[config.mk]
export PLATFORM = sky130hd
export DESIGN_NAME = bfm_apbtoahb
export DESIGN_NICKNAME = d
export VERILOG_FILES = /design/src/rtl/bfm_apbtoahb_pkg.sv /design/src/rtl/bfm_apbtoahb.sv
export SDC_FILE = /design/constraint.sdc
export NUM_CORES = 1
export LEC_CHECK = 0
export BUFFER_PORTS_ARGS = -buffer_cell sky130_fd_sc_hd__buf_2
export CELL_PAD_IN_SITES_DETAIL_PLACEMENT = 1
export CELL_PAD_IN_SITES_GLOBAL_PLACEMENT = 2
export CORE_ASPECT_RATIO = 0.9
export CORE_MARGIN = 2
export CORE_UTILIZATION = 28
export CTS_CLUSTER_SIZE = 30
export DETAILED_ROUTE_END_ITERATION = 12
export PLACE_DENSITY_LB_ADDON = 0.1
export SYNTH_ARGS = -nofsm -noshare
export SYNTH_HDL_FRONTEND = slang
export SYNTH_SLANG_ARGS = --single-unit
[constraint.sdc]
create_clock -name HCLK -period 2 [get_ports HCLK]
set_input_delay 0.1 -clock HCLK [delete_from_list [all_inputs] [get_ports HCLK]]
set_output_delay 0.1 -clock HCLK [all_outputs]
set_load 0.02 [all_outputs]
[src/rtl/bfm_apbtoahb_pkg.sv]
// rtl/bfm_apbtoahb_pkg.sv - shared state encoding and fixed AHB attributes for the APB-to-AHB bridge
package bfm_apbtoahb_pkg;

    typedef enum logic [1:0] {
        ST_IDLE = 2'd0,
        ST_ADDR = 2'd1,
        ST_DATA = 2'd2,
        ST_RESP = 2'd3
    } bridge_state_t;

    localparam logic [1:0] HTRANS_IDLE   = 2'b00;
    localparam logic [1:0] HTRANS_NONSEQ = 2'b10;
    localparam logic [2:0] HSIZE_WORD    = 3'b010;
    localparam logic [2:0] HBURST_SINGLE = 3'b000;
    localparam logic [3:0] HPROT_DEFAULT = 4'b0011;

endpackage

[src/rtl/bfm_apbtoahb.sv]
// rtl/bfm_apbtoahb.sv - APB slave to AHB master bridge, one single-word transfer outstanding
module bfm_apbtoahb
    import bfm_apbtoahb_pkg::*;
#(
    parameter int TPD = 1
) (
    input  logic        HCLK,
    input  logic        HRESETN,
    input  logic        PSEL,
    input  logic        PENABLE,
    input  logic        PWRITE,
    input  logic [31:0] PADDR,
    input  logic [31:0] PWDATA,
    output logic [31:0] PRDATA,
    output logic        PREADY,
    output logic        PSLVERR,
    output logic [31:0] HADDR,
    output logic [1:0]  HTRANS,
    output logic        HWRITE,
    output logic [2:0]  HSIZE,
    output logic [2:0]  HBURST,
    output logic [3:0]  HPROT,
    output logic        HMASTLOCK,
    output logic [31:0] HWDATA,
    input  logic [31:0] HRDATA,
    input  logic        HREADY,
    input  logic        HRESP
);

    // RTL outputs are zero-delay; TPD only describes the modelled output delay.
    if (TPD < 0) begin : g_tpd_range
        $error("bfm_apbtoahb: TPD must be non-negative");
    end

    bridge_state_t r_state;
    bridge_state_t w_next;

    logic [31:0] r_addr;
    logic        r_write;
    logic [31:0] r_wdata;
    logic [31:0] r_rdata;
    logic        r_err;
    logic        r_abort;

    logic w_setup;
    logic w_pready;
    logic w_discard;

    assign w_setup   = (r_state == ST_IDLE) && PSEL && !PENABLE;
    assign w_pready  = (r_state == ST_RESP) && PSEL && PENABLE && !r_abort;
    // A master that lets go of PSEL mid-transfer never sees this result.
    assign w_discard = r_abort || !PSEL;

    always_ff @(posedge HCLK or negedge HRESETN) begin
        if (!HRESETN) begin
            r_state <= ST_IDLE;
        end else begin
            r_state <= w_next;
        end
    end

    always_comb begin
        w_next = r_state;
        case (r_state)
            ST_IDLE: if (w_setup) w_next = ST_ADDR;
            ST_ADDR: if (HREADY) w_next = ST_DATA;
            ST_DATA: if (HREADY) w_next = ST_RESP;
            ST_RESP: if (w_pready || !PSEL || r_abort) w_next = ST_IDLE;
            default: w_next = ST_IDLE;
        endcase
    end

    always_ff @(posedge HCLK or negedge HRESETN) begin
        if (!HRESETN) begin
            r_addr  <= '0;
            r_write <= 1'b0;
            r_wdata <= '0;
            r_rdata <= '0;
            r_err   <= 1'b0;
            r_abort <= 1'b0;
        end else begin
            if (w_setup) begin
                r_addr  <= PADDR;
                r_write <= PWRITE;
                r_wdata <= PWDATA;
                r_err   <= 1'b0;
                r_abort <= 1'b0;
            end
            if ((r_state == ST_ADDR || r_state == ST_DATA) && !PSEL) begin
                r_abort <= 1'b1;
            end
            // Error is sticky across the whole data phase, including the HREADY=0 first half.
            if (r_state == ST_DATA) begin
                if (HRESP) begin
                    r_err <= 1'b1;
                end
                if (HREADY && !r_write && !w_discard) begin
                    r_rdata <= HRDATA;
                end
            end
        end
    end

    assign HTRANS    = (r_state == ST_ADDR) ? HTRANS_NONSEQ : HTRANS_IDLE;
    assign HADDR     = r_addr;
    assign HWRITE    = r_write;
    assign HWDATA    = r_wdata;
    assign HSIZE     = HSIZE_WORD;
    assign HBURST    = HBURST_SINGLE;
    assign HPROT     = HPROT_DEFAULT;
    assign HMASTLOCK = 1'b0;
    assign PRDATA    = r_rdata;
    assign PREADY    = w_pready;
    assign PSLVERR   = w_pready & r_err;

endmodule

# [Word-level counts from Yosys, hierarchy flattened]
# Index checks and enable logic that the tools add are counted.
[totals] register_bits=101 latchBits=0 mem_bits_rw=0 rom_bits=0 out_inout_bits=112 elab_cells=47 mem_count=0
[classes] add_sub_neg=0 multipliers=0 div_mod_pow=0 n_lt_le_gt_ge=0 eq_ne=7 shifts=0 muxes=11 bitwise_logic=1 reduce_logical=21
[op_table] op="2-to-1 mux 2 bit" n=5
[op_table] op="logical AND 1 bit" n=8
[op_table] op="one-hot mux 2 bit (4 select lines)" n=1
[op_table] op="!= test 2 bit (second input constant)" n=3
[op_table] op="logical NOT 1 bit" n=5
[op_table] op="2-to-1 mux 1 bit" n=5
[op_table] op="== test 2 bit (second input constant)" n=2
[op_table] op="logical OR 1 bit" n=4
[op_table] op="AND reduction 4 bit" n=1
[op_table] op="== test 2 x 1 -> 1 bit (second input constant)" n=1
[op_table] op="logical NOT 2 bit" n=1
[op_table] op="!= test 2 x 1 -> 1 bit (second input constant)" n=1
[op_table] op="AND reduction 2 bit" n=1
[op_table] op="nonzero test 2 bit" n=1
[op_table] op="bitwise AND 1 bit" n=1

# [Longest topological paths before layout]
[depth] depth_word=8 ltp_mapped=6

# [Least setup slack after synthesis]
# OpenSTA, ideal clock, no wires.
[synth_timing] kind="register to register" from="reg r_state[1]" to="reg r_state[1]" arrival_ns=1.555 t_required_ns=1.875 setup_slack_ns=0.320 path_stages_with_launch=6 n_path_buf=0 synth_period_minus_slack_ns=1.680 path_cell_list="dfrtp_1 > inv_1 > ha_1 > o21ba_2 > a211oi_1 > mux2_2"
[synth_via] elab_chain_cells=8 word_cells_on_any_way=17 classes_between="eq/ne (7); mux (1); reduce/logical (9)"
[synth_rtl] element="start: declaration" line_no="bfm_apbtoahb.sv:35" rtl="bridge_state_t r_state;"
[synth_rtl] element="start signal: assignment" line_no="bfm_apbtoahb.sv:58" rtl="r_state <= w_next;"
[synth_rtl] element="== test 2 bit" line_no="bfm_apbtoahb.sv:50, bfm_apbtoahb.sv:64"
[synth_rtl] element="logical AND 1 bit (3 in series)" line_no="bfm_apbtoahb.sv:50" rtl="assign w_pready = (r_state == ST_RESP) && PSEL && PENABLE && !r_abort;"
[synth_rtl] element="logical OR 1 bit (2 in series)" line_no="bfm_apbtoahb.sv:68" rtl="ST_RESP: if (w_pready || !PSEL || r_abort) w_next = ST_IDLE;"
[synth_rtl] element="!= test 2 x 1 -> 1 bit (no source line)"
[synth_rtl] element="AND reduction 4 bit (no source line)"
# Parallel ways exist; a longest one is shown, timed or not.
# A chain may end at the register's enable or synchronous reset.

# [Worst setup path after layout]
[layout_timing] from="reg r_state[0]" to="reg r_state[1]"
# Same word-level chain as after synthesis.

==> reports/qor.csv <==
metric,value,unit
outcome,"finished, final reports clean",
place_congestion,0.6791,
drc_errors,0,
routed_wl,11220,µm
total_power,9.309,mW
dp_slack,0.03654,ns
vias_per_cell,4.154,
clockRootBuffer,clkbuf_16,
finalCritPeriodShare,89.28,%
finalMaxSlewViolations,0,
mostFrequentLayoutCells,"buf_2, dfrtp_1, dlygate4sd3_1",
cts.sinks,101,
path_cells,inv_1 -> ha_1 -> o21ba_2 -> a211oi_2 -> mux2_2,
final_layout_size_suffix_gt1_share,57.76,%
tns,0,ns
cp_top_family,compound AO/OA/AOI/OAI gates,
cap_violations,0,
crit_path_max_incr_delay,0.38,ns
grt_use_met3,6.432,%
p_leak,3.297,nW
crit_arrival,2.02,ns
critPathMaxFanout,5,
antenna_found_initial,0,
fin_nets,657,
grt_pass1_vias,3360,
first_pass_iters,2,
final_common_cell,buf_2,
netlist_instances,244,
ys_seq_elements,101,
grtUsageMet1,16.49,%
synth.distinct_cells,22,
antenna_cells,0,
core_area,0.01400,mm²
ys_seq_area_share,63.24,%
syn-mean-instance-area,16.38,µm²
tritoncts,yes,
cp_slowest_cell,dfrtp_1,
fmaxAchievable,0.5600,GHz
setup_ws,0.2143,ns
whs,0.1223,ns
rows,41,
drt_iter0_drc,59,
hpwl,7168,µm
grt-ovfl-total,0,
die_y,117.3,µm
fin_skew,0.005684,ns
htree_num_levels,3,
synth_top_area_share,63.24,%
rsz0062_at_grt,false,
top_usage_layer,met2,
dieArea,0.01525,mm²
cp.required,2.23,ns
hold_viol_final,0,
synthesis.area,0.003996,mm²
dp_cells,631,
io_pins,215,
die_width,129.9,µm
grtUsageMet2,25.36,%
ant_nets,0,
layout.cells.non_filler,747,
cts_made_buffers,9,
cp-start-kind,flop,
tightest_slew,0.6494,ns
power.density,1439,mW/mm²
hold_class,in2reg,
fin_crit,1.786,ns
setup_viol,0,
grt_max_degree,54,
initial_core_util,28.54,%
clockBufferDepth,2,
grt_usage,14.74,%
num_vias,3103,
io_buffer_count,202,
crit_buf_inv,1,
worstSkewPairLatency,0.34,ns
relSlewSlack,56.70,%
yosys_warnings,0,
grt_pass1_wl,17440,µm
synth_area_leader_cell,dfrtp_1,
cts_setup_buffers,0,
path_class,reg2reg,
synthToLayoutAreaGrowth,61.90,%
avgRoutedWirePerCell,15.02,µm
ir_worst_vdd,0.6029,mV
clkTransAtPathRegs,0.07,ns
synth.area.top_cells,"dfrtp_1, mux2_2, buf_4, ha_1, buf_6",
cp-end-kind,flop,
## tightest hold or removal path: cells and delay by family
family                 cells  cell delay (ns)
AO/OA/AOI/OAI              1             0.16
AND/OR/NAND/NOR            1             0.05
buffers and inverters      1             0.12
## final timing paths
| check | startpoint | to | slack, ns | cells past startpoint |
|---|---|---|---|---|
| max in group asynchronous | HRESETN | PRDATA[21] | 0.97 | 3 |
| worst max register to register | r_state[0] | r_state[1] | 0.21 | 5 |
| worst max-delay path | r_state[0] | r_state[1] | 0.21 | 5 |
| min in group asynchronous | HRESETN | PRDATA[23] | 0.32 | 2 |
| worst min-delay path | PSEL | r_abort | 0.12 | 3 |
| worst min register to register | HWDATA[26] | HWDATA[26] | 0.50 | 1 |
## logic make-up (layout without fill, tap and decap cells)
family          count (synthesis)  count (layout)  share of synthesized area [%]
buf+inv                        24             323                          4.352
simple gates                    9              10                          1.942
compound gates                  4               4                         0.8455
mux                            99              99                          27.86
flops                         101             101                          63.24
fa+ha+maj                       5               5                          1.565
other cells                     2              12                         0.1879
## synthesized netlist by cell type
| master | instances |
|---|---|
| and3_1 | 1 |
| nand2b_1 | 1 |
| nor2_1 | 1 |
| nand4b_4 | 1 |
| buf_6 | 3 |
| ha_1 | 5 |
| buf_2 | 4 |
| inv_1 | 2 |
| and2b_1 | 1 |
| mux2i_1 | 1 |
| buf_4 | 15 |
| o21ba_2 | 1 |
| a211oi_1 | 1 |
| o21a_1 | 1 |
| a22o_1 | 1 |
| mux2_2 | 98 |
| and2_1 | 1 |
| conb_1 | 2 |
| nor2b_1 | 1 |
| dfrtp_1 | 101 |
| nand3b_1 | 1 |
| nor4bb_1 | 1 |
## repair_timing
| item | 4_1_cts | 5_1_grt |
|---|---|---|
| setup endpoints to repair | 0 | 32 |
| endpoints found under the hold margin | 144 | 0 |
| hold buffers | 99 | 0 |
| resized for setup | 0 | 2 |
## metrics by stage
step	cell area [µm²]	util, %
3_5_place_dp	5177	36.97
3_3_place_gp	5177	36.97
6_report	6470	46.20
5_1_grt	6470	46.20
2_1_floorplan	4034	-
4_1_cts	6441	45.99
## power breakdown
part	switching, mW	total, mW	internal (mW)
clock network	0.731	1.64	0.913
logic	2.31	4.12	1.81
registers	0.485	3.55	3.06
## sequential cells by signal (all words and copies together), names as in the netlist
register	count
HADDR	32
HWDATA	32
HWRITE	1
PRDATA	32
r_abort	1
r_err	1
r_state	2
## metal layers
| layer | routed length, µm | up-vias |
|---|---|---|
| met5 | 0 | - |
| met3 | 1052 | 11 |
| met2 | 5595 | 129 |
| met1 | 4434 | 1528 |
| met4 | 136 | 0 |
| li1 | - | 1435 |
## layout make-up
type / count / area (µm²)
multi-input cells: 130 / 1361
clock buffers: 15 / 267.8
flip-flops and latches: 101 / 2527
repair buffers: 305 / 2059
fillers: 1506 / 7535
inverters: 2 / 7.507
clock inverters: 1 / 5.005
well taps: 193 / 241.5
No activity file was read; power rests on OpenSTA's default activity.
